[config.mk]
export PLATFORM = sky130hd
export DESIGN_NAME = rgb_led_arbiter
export DESIGN_NICKNAME = d
export VERILOG_FILES = /design/src/rtl/led_pkg.sv /design/src/rtl/rgb_pwm.sv /design/src/rtl/rgb_led_arbiter.sv
export SDC_FILE = /design/constraint.sdc
export NUM_CORES = 1
export LEC_CHECK = 0
export CORE_MARGIN = 3
export CORE_UTILIZATION = 57
export DETAILED_ROUTE_END_ITERATION = 8
export HOLD_SLACK_MARGIN = 0.03
export PLACE_DENSITY = 0.88
export RECOVER_POWER = 25
export SKIP_CTS_REPAIR_TIMING = 1
export SYNTH_ARGS = -nofsm -noshare
export SYNTH_HDL_FRONTEND = slang
export SYNTH_HIERARCHICAL = 1
export SYNTH_SLANG_ARGS = --single-unit
[constraint.sdc]
create_clock -name clk -period 3.45 [get_ports clk]
set_clock_uncertainty 0.15 [all_clocks]
set_input_delay 1.035 -clock clk [delete_from_list [all_inputs] [get_ports clk]]
set_output_delay 1.035 -clock clk [all_outputs]
set_load 0.02 [all_outputs]
[src/rtl/led_pkg.sv]
// Shared constants, state encoding and colour-slot extraction for the
// round-robin RGB LED arbiter.
package led_pkg;

  localparam int RGB_W    = 24;
  localparam int R_OFF    = 16;
  localparam int G_OFF    = 8;
  localparam int B_OFF    = 0;
  localparam int MAX_NREQ = 8;

  typedef enum logic [1:0] {
    IDLE = 2'd0,
    SHOW = 2'd1,
    GAP  = 2'd2
  } led_state_t;

  // Constant-base select per slot keeps the mux free of a wide variable shifter.
  function automatic logic [RGB_W-1:0] rgb_slot(
    input logic [MAX_NREQ*RGB_W-1:0] bus,
    input int                        idx
  );
    logic [RGB_W-1:0] slot;
    slot = '0;
    for (int s = 0; s < MAX_NREQ; s++) begin
      if (idx == s) begin
        slot = bus[s*RGB_W +: RGB_W];
      end
    end
    return slot;
  endfunction

endpackage

[src/rtl/rgb_pwm.sv]
// Three-channel PWM sharing one free-running counter; drives are registered
// and active-low, forced off whenever the display is not enabled.
module rgb_pwm
  import led_pkg::*;
#(
  parameter int PWM_BITS = 8
) (
  input  logic             clk,
  input  logic             rst_n,
  input  logic             clr,
  input  logic             en,
  input  logic [RGB_W-1:0] colour,
  output logic             led_r_n,
  output logic             led_g_n,
  output logic             led_b_n
);

  logic [PWM_BITS-1:0] r_cnt;

  always_ff @(posedge clk) begin
    if (!rst_n || clr) begin
      r_cnt <= '0;
    end else begin
      r_cnt <= r_cnt + 1'b1;
    end
  end

  for (genvar gi = 0; gi < 3; gi++) begin : g_ch
    localparam int OFF = (gi == 0) ? R_OFF : ((gi == 1) ? G_OFF : B_OFF);

    logic [PWM_BITS-1:0] w_duty;
    logic                r_led_n;

    assign w_duty = colour[OFF +: PWM_BITS];

    // Lit while the counter is below duty, so duty 0 never lights.
    always_ff @(posedge clk) begin
      if (!rst_n || !en) begin
        r_led_n <= 1'b1;
      end else begin
        r_led_n <= ~(r_cnt < w_duty);
      end
    end
  end

  assign led_r_n = g_ch[0].r_led_n;
  assign led_g_n = g_ch[1].r_led_n;
  assign led_b_n = g_ch[2].r_led_n;

endmodule

[src/rtl/rgb_led_arbiter.sv]
// Round-robin owner of the shared active-low RGB LED: grants one requester at
// a time, shows its colour through PWM for HOLD_CYCLES, then reports done.
module rgb_led_arbiter
  import led_pkg::*;
#(
  parameter int NREQ        = 2,
  parameter int PWM_BITS    = 8,
  parameter int HOLD_CYCLES = 12_000_000
) (
  input  logic                  clk,
  input  logic                  rst_n,
  input  logic [NREQ-1:0]       req,
  input  logic [NREQ*RGB_W-1:0] rgb,
  output logic [NREQ-1:0]       grant,
  output logic [NREQ-1:0]       done,
  output logic                  busy,
  output logic                  LED_R,
  output logic                  LED_G,
  output logic                  LED_B
);

  localparam int            IW        = (NREQ > 1) ? $clog2(NREQ) : 1;
  localparam int            HW        = (HOLD_CYCLES > 1) ? $clog2(HOLD_CYCLES) : 1;
  localparam logic [HW-1:0] HOLD_LAST = HW'(HOLD_CYCLES - 1);
  localparam logic [IW-1:0] PTR_LAST  = IW'(NREQ - 1);

  led_state_t       r_state, w_state_next;
  logic [IW-1:0]    r_ptr, w_ptr_next;
  logic [IW-1:0]    r_owner, w_owner_next;
  logic [HW-1:0]    r_hold, w_hold_next;
  logic [RGB_W-1:0] r_colour, w_colour_next;
  logic [NREQ-1:0]  r_grant, w_grant_next;
  logic [NREQ-1:0]  r_done, w_done_next;
  logic             r_busy, w_busy_next;

  logic                      w_hit;
  logic [IW-1:0]             w_win;
  int                        w_best;
  logic [MAX_NREQ*RGB_W-1:0] w_rgb_pad;
  logic                      w_pwm_clr;
  logic                      w_pwm_en;

  always_comb begin
    w_rgb_pad                   = '0;
    w_rgb_pad[NREQ*RGB_W-1:0]   = rgb;
  end

  // Winner is the requester with the smallest rotational distance from ptr.
  always_comb begin
    w_hit  = 1'b0;
    w_win  = '0;
    w_best = NREQ;
    for (int i = 0; i < NREQ; i++) begin
      if (req[i] && (((i - int'(r_ptr)) + NREQ) % NREQ) < w_best) begin
        w_hit  = 1'b1;
        w_win  = IW'(i);
        w_best = ((i - int'(r_ptr)) + NREQ) % NREQ;
      end
    end
  end

  always_comb begin
    w_state_next  = r_state;
    w_ptr_next    = r_ptr;
    w_owner_next  = r_owner;
    w_hold_next   = r_hold;
    w_colour_next = r_colour;
    w_grant_next  = '0;
    w_done_next   = '0;
    w_busy_next   = r_busy;
    w_pwm_clr     = 1'b0;
    w_pwm_en      = 1'b0;

    unique case (r_state)
      IDLE: begin
        w_busy_next = 1'b0;
        if (w_hit) begin
          w_state_next  = SHOW;
          w_owner_next  = w_win;
          w_colour_next = rgb_slot(w_rgb_pad, int'(w_win));
          w_grant_next  = NREQ'(1) << w_win;
          w_ptr_next    = (w_win == PTR_LAST) ? '0 : w_win + 1'b1;
          w_hold_next   = '0;
          w_busy_next   = 1'b1;
          w_pwm_clr     = 1'b1;
        end
      end

      SHOW: begin
        w_busy_next = 1'b1;
        if (r_hold == HOLD_LAST) begin
          w_state_next = GAP;
          w_done_next  = NREQ'(1) << r_owner;
          w_hold_next  = '0;
        end else begin
          // Drives keep PWM only while the next cycle is still SHOW.
          w_hold_next = r_hold + 1'b1;
          w_pwm_en    = 1'b1;
        end
      end

      GAP: begin
        w_state_next = IDLE;
        w_busy_next  = 1'b0;
      end

      default: begin
        w_state_next = IDLE;
        w_busy_next  = 1'b0;
      end
    endcase
  end

  always_ff @(posedge clk) begin
    if (!rst_n) begin
      r_state  <= IDLE;
      r_ptr    <= '0;
      r_owner  <= '0;
      r_hold   <= '0;
      r_colour <= '0;
      r_grant  <= '0;
      r_done   <= '0;
      r_busy   <= 1'b0;
    end else begin
      r_state  <= w_state_next;
      r_ptr    <= w_ptr_next;
      r_owner  <= w_owner_next;
      r_hold   <= w_hold_next;
      r_colour <= w_colour_next;
      r_grant  <= w_grant_next;
      r_done   <= w_done_next;
      r_busy   <= w_busy_next;
    end
  end

  rgb_pwm #(
    .PWM_BITS(PWM_BITS)
  ) u_pwm (
    .clk    (clk),
    .rst_n  (rst_n),
    .clr    (w_pwm_clr),
    .en     (w_pwm_en),
    .colour (r_colour),
    .led_r_n(LED_R),
    .led_g_n(LED_G),
    .led_b_n(LED_B)
  );

  assign grant = r_grant;
  assign done  = r_done;
  assign busy  = r_busy;

endmodule
==> reports/qor.csv <==
stage;metric;value;unit
global_routing;grt_pass1_wl;14700;um
global_routing;antenna_found_initial;0;
floorplan;die_area;7160;um2
logic_synthesis;synth_ff_type;dfxtp_1;
power_and_ir_drop;cellPowerDensity;388;nW/um2
detailed_routing;dr.pass1.iters;5;
clocking;htreeDepth;3;
final_layout;area_growth_syn_to_layout;21.2;%
outcome;status;complete, no violations;
clocking;clock_sinks;68;
timing;slew_viol_final;0;
global_routing;grt_max_degree;38;
setup_path;crit_type;reg2reg;
setup_path;cp.arrival;2.96;ns
clocking;worstSkewPairLatency;0.34;ns
final_layout;layout.nets;521;
power_and_ir_drop;ir_worst_vdd;0.000296;V
detailed_routing;drtIter0Drc;295;
global_routing;track_usage;0.254;
logic_synthesis;netlist_instances;391;
clocking;clockBufferDepth;2;
logic_synthesis;synth_area;3520;um2
timing;rsz0062_at_grt;no;
logic_synthesis;syn_area_per_cell;9.01;um2
floorplan;die_w;84.6;um
timing;worst_pin_slew;0.828;ns
setup_path;critPathBufInv;1;
clocking;cts_tree;done;
detailed_routing;antenna_left;0;
logic_synthesis;ys_seq_elements;68;
setup_path;crit_path_start_kind;flop;
detailed_routing;remaining_drc_errors;0;
placed_design;place_ws;0.369;ns
clocking;cts_root_buffer;clkbuf_8;
min_path;worstHoldPathType;reg2reg;
placed_design;io_buffers;59;
setup_path;crit_chain;ha_1, nand4_1, nor4_1, a21oi_4, buf_4, a21o_1, a22o_1;
power_and_ir_drop;p_leak;1.68;nW
timing;hold_violations;0;
setup_path;slowest_stage;nor4_1;
floorplan;start_util;0.592;
setup_path;crit_required;3.54;ns
setup_path;path_delay_family;simple AND/OR/NAND/NOR gates;
detailed_routing;routed_via_density;6.28;
placed_design;dp_hpwl;6390;um
min_path;hold_path.startpoint;r_colour[15]$_SDFFE_PN0P_;
setup_path;r2r_start;r_hold[1]$_SDFFE_PN0P_;
floorplan;rows;28;
final_layout;final_common_cell;dfxtp_1;
global_routing;grt_pass1_vias;3108;
timing;setup_violations;0;
logic_synthesis;yosysWarnings;6;
setup_path;cp_max_fo;37;
logic_synthesis;synth-edff-count;0;
setup_path;end_kind;flop;
logic_synthesis;async_flop_share;0;
logic_synthesis;syn-num-nets;466;
clocking;cts.clk_slew.worst_paths;0.07;ns
final_layout;drive_gt1_frac;0.0668;
final_layout;final_area;4270;um2
setup_path;slowest_delay;0.82;ns
timing;slew_headroom;0.443;
floorplan;core;5960;um2
floorplan;ioPinCount;60;
placed_design;globalplace.congestion;0.841;
clocking;numCtsBuffers;9;
timing;fin_ws;0.578;ns
logic_synthesis;yosysSeqAreaShare;0.386;
logic_synthesis;synthDistinctLibCells;58;
placed_design;placed_area;4150;um2
detailed_routing;routed_wl;8980;um
final_layout;multi_input_area;1950;um2
run;drv_cap;0;
detailed_routing;routedWlPerCell;17.1;um
final_layout;nFillCells;446;
timing;max_freq;0.348;GHz
timing;min_period_over_period;0.833;
floorplan;die-height;84.6;um
final_layout;antennaDiodeCount;0;
final_layout;area.sequential;1360;um2
timing;finalSetupTns;0;ns
detailed_routing;vias;3290;
setup_path;critPathLaunch;r_hold[1]$_SDFFE_PN0P_;
timing;fin_crit;2.87;ns
final_layout;final_cell_mix;dfxtp_1, clkdlybuf4s50_1, nand2_1;
timing;fin_hold_ws;0.303;ns
global_routing;grt_overflow;0;
stage by stage:
step	util	total power, mW	instances
finish	0.717	1.66	524
global route	0.717	1.72	524
CTS	0.723	1.66	524
detailed placement	0.697	1.11	510
global placement	0.697	1.11	510
floorplan	-	1.01	391
area by class of cell:
cell class / count / area share
Clock inverter: 3 / 0.00351
Sequential cell: 68 / 0.319
Multi-Input combinational cell: 280 / 0.456
Tap cell: 75 / 0.0220
Inverter: 24 / 0.0211
Clock buffer: 11 / 0.0331
Timing Repair Buffer: 63 / 0.145
state kept, by name, indices dropped and copies added, names as in the netlist:
register,count
r_hold,24
r_owner,1
u_pwm/led_b_n,1
busy,1
r_ptr,1
u_pwm/led_r_n,1
r_colour,24
grant,2
u_pwm/r_cnt,8
r_state,2
done,2
u_pwm/led_g_n,1
cells in the mapped netlist, types with 4 or more instances:
cell,n,area share
a21oi_1,15,0.021
nand4_1,5,0.0089
and3_1,4,0.0071
nand2b_1,8,0.014
nand2_1,43,0.046
a2111oi_0,4,0.0099
inv_1,24,0.026
a31oi_1,9,0.016
nor2b_1,7,0.012
clkbuf_1,9,0.0096
a22oi_1,9,0.019
ha_1,23,0.082
a22o_1,24,0.060
a21o_1,7,0.015
o21a_1,5,0.011
nor2_1,18,0.019
nor3_1,5,0.0071
buf_2,7,0.0099
and2_1,8,0.014
nand3_1,16,0.023
mux2i_1,5,0.014
o211ai_1,4,0.0085
dfxtp_1,68,0.39
o21ai_0,8,0.011
a222oi_1,6,0.017
logic make-up (layout without fill, tap and decap cells):
logic type               after synthesis  in the layout  share of synthesized area
multiplexers                           5              5                     0.0142
AND/OR/NAND/NOR                      142            142                      0.233
buffers and inverters                 43            101                     0.0511
adder cells (fa/ha/maj)               23             23                     0.0816
flip-flops                            68             68                      0.386
AO/OA/AOI/OAI                        105            105                      0.222
XOR/XNOR                               5              5                     0.0124
tightest hold or removal path, stage by stage (launching register included):
cell	delay, ns
dfxtp_1	0.32
nand2_1	0.05
nand2_1	0.04
metal layers:
| metal | wire length (um) | GRT usage |
|---|---|---|
| met3 | 802 | 0.0785 |
| met5 | 0 | 0 |
| met1 | 3930 | 0.338 |
| met2 | 4070 | 0.399 |
| met4 | 169 | 0.0719 |
final timing paths:
check	cells past startpoint	endpoint	slack, ns
hold / removal	2	r_colour[15]$_SDFFE_PN0P_	0.30
setup reg to reg	7	r_hold[10]$_SDFFE_PN0P_	0.58
setup / recovery	7	r_hold[10]$_SDFFE_PN0P_	0.58
hold reg to reg	2	r_colour[15]$_SDFFE_PN0P_	0.30
power breakdown:
part           total (mW)  internal (mW)  switching, mW
sequential          0.851          0.824         0.0277
combinational       0.252          0.134          0.118
clock               0.554          0.269          0.285
Note: power is estimated with default switching activity, not from simulation.
